File: src/rtl/regfile_wb_ctrl.sv
// regfile_wb_ctrl: write-side controller for the 32x32 register file.
// Merges single-cycle ALU results with buffered long-latency LSU results
// into one registered regfile write per cycle. ALU has fixed priority.
// A busy scoreboard stalls issue on hazards against outstanding LSU writes.
// Optional build macro: WB_STARVE_GUARD_EN. When it is defined, an alu_ready
// output is added and the FIFO is forced to win after 3 consecutive losses.
module regfile_wb_ctrl #(
  parameter int DEPTH = 4,
  parameter int AW    = 5,
  parameter int DW    = 32
) (
  input  logic          clk,
  input  logic          rst,
  input  logic          alu_valid,
  input  logic [AW-1:0] alu_waddr,
  input  logic [DW-1:0] alu_wdata,
  input  logic          lsu_valid,
  output logic          lsu_ready,
  input  logic [AW-1:0] lsu_waddr,
  input  logic [DW-1:0] lsu_wdata,
  input  logic          issue_valid,
  input  logic          issue_long,
  input  logic [AW-1:0] issue_rd,
  input  logic [AW-1:0] issue_rs,
  input  logic [AW-1:0] issue_rt,
  output logic          stall,
  output logic          we,
  output logic [AW-1:0] waddr,
  output logic [DW-1:0] wdata
`ifdef WB_STARVE_GUARD_EN
  ,
  output logic          alu_ready
`endif
);

  localparam int PW   = $clog2(DEPTH);
  localparam int CW   = PW + 1;
  localparam int NREG = 1 << AW;

  typedef logic [AW+DW-1:0] entry_t;

  entry_t          mem_q [DEPTH];
  logic [PW-1:0]   wr_ptr_q, wr_ptr_d;
  logic [PW-1:0]   rd_ptr_q, rd_ptr_d;
  logic [CW-1:0]   count_q, count_d;
  logic            lsu_ready_q, lsu_ready_d;
  logic [NREG-1:0] busy_q, busy_d;
  logic            we_q, we_d;
  logic [AW-1:0]   waddr_q, waddr_d;
  logic [DW-1:0]   wdata_q, wdata_d;

  logic            push, pop, fifo_empty, alu_win, force_fifo, issue_set;
  logic [AW-1:0]   head_addr;
  logic [DW-1:0]   head_data;

  assign head_addr = mem_q[rd_ptr_q][AW+DW-1:DW];
  assign head_data = mem_q[rd_ptr_q][DW-1:0];

  assign lsu_ready = lsu_ready_q;
  assign we        = we_q;
  assign waddr     = waddr_q;
  assign wdata     = wdata_q;

`ifdef WB_STARVE_GUARD_EN
  logic [1:0] starve_q, starve_d;

  // After three straight cycles of the FIFO losing to the ALU, hand it the port once.
  assign force_fifo = (starve_q == 2'd3);
  assign alu_ready  = !force_fifo;

  // Count consecutive cycles where a waiting FIFO head lost to the ALU.
  always_comb begin
    starve_d = starve_q;
    if (pop || fifo_empty) begin
      starve_d = 2'd0;
    end else if (alu_win) begin
      starve_d = starve_q + 2'd1;
    end
  end

  // Starvation counter register.
  always_ff @(posedge clk) begin
    if (!rst) begin
      starve_q <= 2'd0;
    end else begin
      starve_q <= starve_d;
    end
  end
`else
  assign force_fifo = 1'b0;
`endif

  // Arbitration, FIFO bookkeeping, scoreboard update and hazard stall.
  always_comb begin
    fifo_empty = (count_q == '0);
    push       = lsu_valid && lsu_ready_q;
    alu_win    = alu_valid && !force_fifo;
    pop        = !alu_win && !fifo_empty;

    stall     = issue_valid && (busy_q[issue_rs] || busy_q[issue_rt] || busy_q[issue_rd]);
    issue_set = issue_valid && !stall && issue_long && (issue_rd != '0);

    // Idle cycles keep the last address/data on the port.
    we_d    = 1'b0;
    waddr_d = waddr_q;
    wdata_d = wdata_q;
    if (alu_win) begin
      we_d    = (alu_waddr != '0);
      waddr_d = alu_waddr;
      wdata_d = alu_wdata;
    end else if (pop) begin
      we_d    = (head_addr != '0);
      waddr_d = head_addr;
      wdata_d = head_data;
    end

    wr_ptr_d = push ? wr_ptr_q + PW'(1) : wr_ptr_q;
    rd_ptr_d = pop  ? rd_ptr_q + PW'(1) : rd_ptr_q;
    count_d  = count_q + CW'(push) - CW'(pop);
    // Ready is registered, so a pop from a full FIFO reopens it one cycle later.
    lsu_ready_d = (count_d != CW'(DEPTH));

    // A new long issue to the same register outranks the retiring write.
    busy_d = busy_q;
    if (pop) begin
      busy_d[head_addr] = 1'b0;
    end
    if (issue_set) begin
      busy_d[issue_rd] = 1'b1;
    end
    busy_d[0] = 1'b0;
  end

  // FIFO storage; contents need no reset since occupancy gates every read.
  always_ff @(posedge clk) begin
    if (push) begin
      mem_q[wr_ptr_q] <= {lsu_waddr, lsu_wdata};
    end
  end

  // Control and write-port registers.
  always_ff @(posedge clk) begin
    if (!rst) begin
      wr_ptr_q    <= '0;
      rd_ptr_q    <= '0;
      count_q     <= '0;
      lsu_ready_q <= 1'b1;
      busy_q      <= '0;
      we_q        <= 1'b0;
      waddr_q     <= '0;
      wdata_q     <= '0;
    end else begin
      wr_ptr_q    <= wr_ptr_d;
      rd_ptr_q    <= rd_ptr_d;
      count_q     <= count_d;
      lsu_ready_q <= lsu_ready_d;
      busy_q      <= busy_d;
      we_q        <= we_d;
      waddr_q     <= waddr_d;
      wdata_q     <= wdata_d;
    end
  end

endmodule

File: config.mk
export PLATFORM = sky130hd
export DESIGN_NAME = regfile_wb_ctrl
export DESIGN_NICKNAME = d
export VERILOG_FILES = /design/src/rtl/regfile_wb_ctrl.sv
export SDC_FILE = /design/constraint.sdc
export NUM_CORES = 1
export LEC_CHECK = 0
export CORE_ASPECT_RATIO = 0.8
export CORE_UTILIZATION = 55
export DETAILED_ROUTE_END_ITERATION = 6
export GPL_TIMING_DRIVEN = 0
export HOLD_SLACK_MARGIN = 0.12
export PLACE_DENSITY = 0.8
export SLEW_MARGIN = 20
export SYNTH_ARGS = -nofsm -noshare
export SYNTH_HDL_FRONTEND = slang
export SYNTH_SLANG_ARGS = --single-unit
File: constraint.sdc
create_clock -name clk -period 3.7 [get_ports clk]
set_clock_uncertainty 0.2 [all_clocks]
set_input_delay 0.925 -clock clk [delete_from_list [all_inputs] [get_ports clk]]
set_output_delay 0.925 -clock clk [all_outputs]
set_load 0.005 [all_outputs]
==> flow_summary.ini, run 1 <==
[finish]
drive_above_1_share_pct = 16.4
post-route-util_pct = 71.2
area_growth_pct = 24.8
stdcell_count = 1124
fin_nets = 984
layout_common_cells = edfxtp_1 (148), clkdlybuf4s50_1 (119), dfxtp_1 (79)
stdcell_area_sq_mm = 0.0125
diodes = 0
n_fill_cell = 1168
layout_commonest_cell = edfxtp_1

[synthesis]
synth-async-reset-ratio_pct = 0
netlist_area_sq_mm = 0.0100
syn_inst = 718
synthDistinctLibCells = 48
synth.largest_area_cell = edfxtp_1
synth-seq-cells = 227
yosys-top-cells-area = edfxtp_1 (44%), dfxtp_1 (16%), mux4_2 (11%)
synth_edf_count = 148
yosysWarnings = 0
netlist.area_leader.share_pct = 44.3
syn_avg_cell_area_sq_um = 14.0
yosysSeqAreaShare_pct = 60.0
synth_ff_type = edfxtp_1
synth.net_count = 820

[detailed_routing]
drc = 0
antenna_left = 0
vias = 6957
first_pass_iters = 5
wl_met1_um = 10900
wl_met3_um = 2250
finalWirelength_um = 25900
drt_iter0_markers = 572
viasPerCell = 6.19
top_layer_used = met4
dr_wl_met2_um = 12200
wl_per_cell_um = 23.0

[floorplanning]
design.die.area_sq_mm = 0.0188
start_util_pct = 57.1
core_area_sq_mm = 0.0176
dieHeight_um = 123
std_cell_rows = 43
chipWidth_um = 153
ioPinCount = 135

[clock_tree]
cts_tree = yes
cts_max_level = 1
holdBufCountCts = 0
path_clk_slew_ps = 60
clock_path_buffers = 3
numCtsBuffers = 23
cts-root-buf = clkbuf_16
insertion_delay_ps = 510
cts.sinks = 227

[setup_path]
required_ps = 2570
arrival_ps = 2470
critPathMaxFanout = 8
critPathLaunchType = input port
critPathCaptureType = primary output
crit_type = input port to primary output

[placement]
gp_congestion = 0.938
place_area_sq_mm = 0.0117
pre_cts_slack_ps = -1440
dp_cells = 1074
hpwl_um = 17900
portBuffers = 127

[sta]
rsz0062_at_grt = no
worst_slew_pin_slew_ps = 771
fin_ws_ps = 104
slew_viol_final = 0
hold_viol_final = 0
setup_violations = 0
fin_crit_sh_pct = 97.2
fmax_mhz = 278
fin_crit_ps = 3600
slew_headroom_pct = 48.2

[pwr]
clock_power_share_pct = 29.5
ir_drop_v = 0.000464
p_per_area_mw_per_mm2 = 588
total_power_mw = 7.37
p_comb_share_pct = 27.2
power_switching_mw = 2.11
p_leak_nw = 4.41
p_int_mw = 5.26
pwr-share-seq_pct = 43.3
sw_frac_of_total_pct = 28.6

[grt]
grt_overflow = 0
track_usage_pct = 27.9
grt_pass1_wl_um = 39600
grt_pass1_vias = 7049
antenna_found_initial = 0
grt_max_degree = 28

[hold_path]
hold_path.class = register to register

[run]
cap_viol_max_count = 0

[status]
status = complete, no violations
==> path summary, 6_finish.rpt <==
kind	from	end	slack [ps]	cells past startpoint
min	wr_ptr_q[1]$_SDFFE_PN0P_	wr_ptr_q[1]$_SDFFE_PN0P_	330	2
max	issue_rt[2]	stall	100	8
min reg2reg	wr_ptr_q[1]$_SDFFE_PN0P_	wr_ptr_q[1]$_SDFFE_PN0P_	330	2
max reg2reg	register	wdata[19]$_SDFFE_PN0P_	990	6
==> registers in the layout (all words and copies together), names as in the netlist, named ones only <==
signal / cells
busy_q: 31
count_q: 3
lsu_ready: 1
mem_q: 148
rd_ptr_q: 2
waddr: 5
wdata: 32
we: 1
wr_ptr_q: 2
==> per-stage QoR <==
step           setup TNS (ps)  hold slack [ps]
4_1_cts                     0              334
3_5_place_dp            -2820              326
2_1_floorplan               0              276
3_3_place_gp            -2920              283
5_1_grt                     0              355
6_report                    0              331
==> cell usage after synthesis (all sizes together), types with 3 or more instances <==
library cell / n
a22oi: 5
and2: 44
and3: 5
buf: 22
clkbuf: 28
dfxtp: 79
edfxtp: 148
ha: 6
inv: 11
mux2: 3
mux2i: 56
mux4: 50
nand2: 62
nand2b: 5
nand3: 20
nand3b: 6
nand4: 4
nor2: 16
nor2b: 6
nor3: 8
o2111ai: 5
o211ai: 32
o21ai: 38
o31ai: 26
o41ai: 6
xnor2: 3
==> final cells by class <==
| type | count | area (sq um) | share of cell area (%) |
|---|---|---|---|
| multi-input cells | 430 | 3760 | 30.0 |
| inverters | 11 | 41.3 | 0.330 |
| flip-flops and latches | 227 | 6030 | 48.1 |
| plain buffers | 47 | 274 | 2.19 |
| well taps | 225 | 282 | 2.25 |
| clock inverters | 10 | 61.3 | 0.489 |
| clock buffers | 32 | 649 | 5.18 |
| repair buffers | 142 | 1440 | 11.5 |
==> kinds of logic (layout without fill, tap and decap cells) <==
logic type                 count (synthesis)  in the layout  share of synthesized area, %
muxes                                    109            109                          17.2
adders and majority gates                  7              7                         0.947
AOI/OAI and AO/OA                        122            122                          8.83
xor gates and xnor gates                   5              5                         0.436
buffers and inverters                     61            242                          3.02
DFF                                      227            227                          60.0
and+or+nand+nor                          187            187                          9.56
==> timing repair <==
item	in CTS	in global routing
gates resized for setup	42	8
pin swaps	5	4
setup buffers	10	0
gates cloned	0	1
endpoints found under the setup margin	1	1
==> power by group through the flow <==
stage / registers, mW / clock network (mW) / logic [mW]
global placement: 3.23 / 0 / 1.88
global route: 3.22 / 2.30 / 2.14
floorplan: 3.22 / 0 / 1.25
detailed placement: 3.24 / 0 / 1.97
finish: 3.19 / 2.18 / 2.00
CTS: 3.19 / 2.19 / 2.01
==> metal layers <==
| layer | global-route usage (%) | vias to the layer above |
|---|---|---|
| met5 | 0 | - |
| met4 | 7.01 | 0 |
| met3 | 7.13 | 39 |
| met2 | 45.1 | 314 |
| met1 | 38.2 | 3488 |
| li1 | - | 3116 |
==> worst max-delay path, cell delays in order <==
cell and delay (ps):
buf_4 140, mux2_2 340, a221oi_1 290, or4_1 160, and4_1 230, nand3_2 80, o21a_1 190, clkbuf_2 110
No activity file was read; power rests on OpenSTA's default activity.
==> inputs of run 2 (changes only) <==
Settings changed: CTS_CLUSTER_DIAMETER from default to 150.
==> results of run 2 <==
The final DEF is identical to that of run 1; final timing and power are the same.
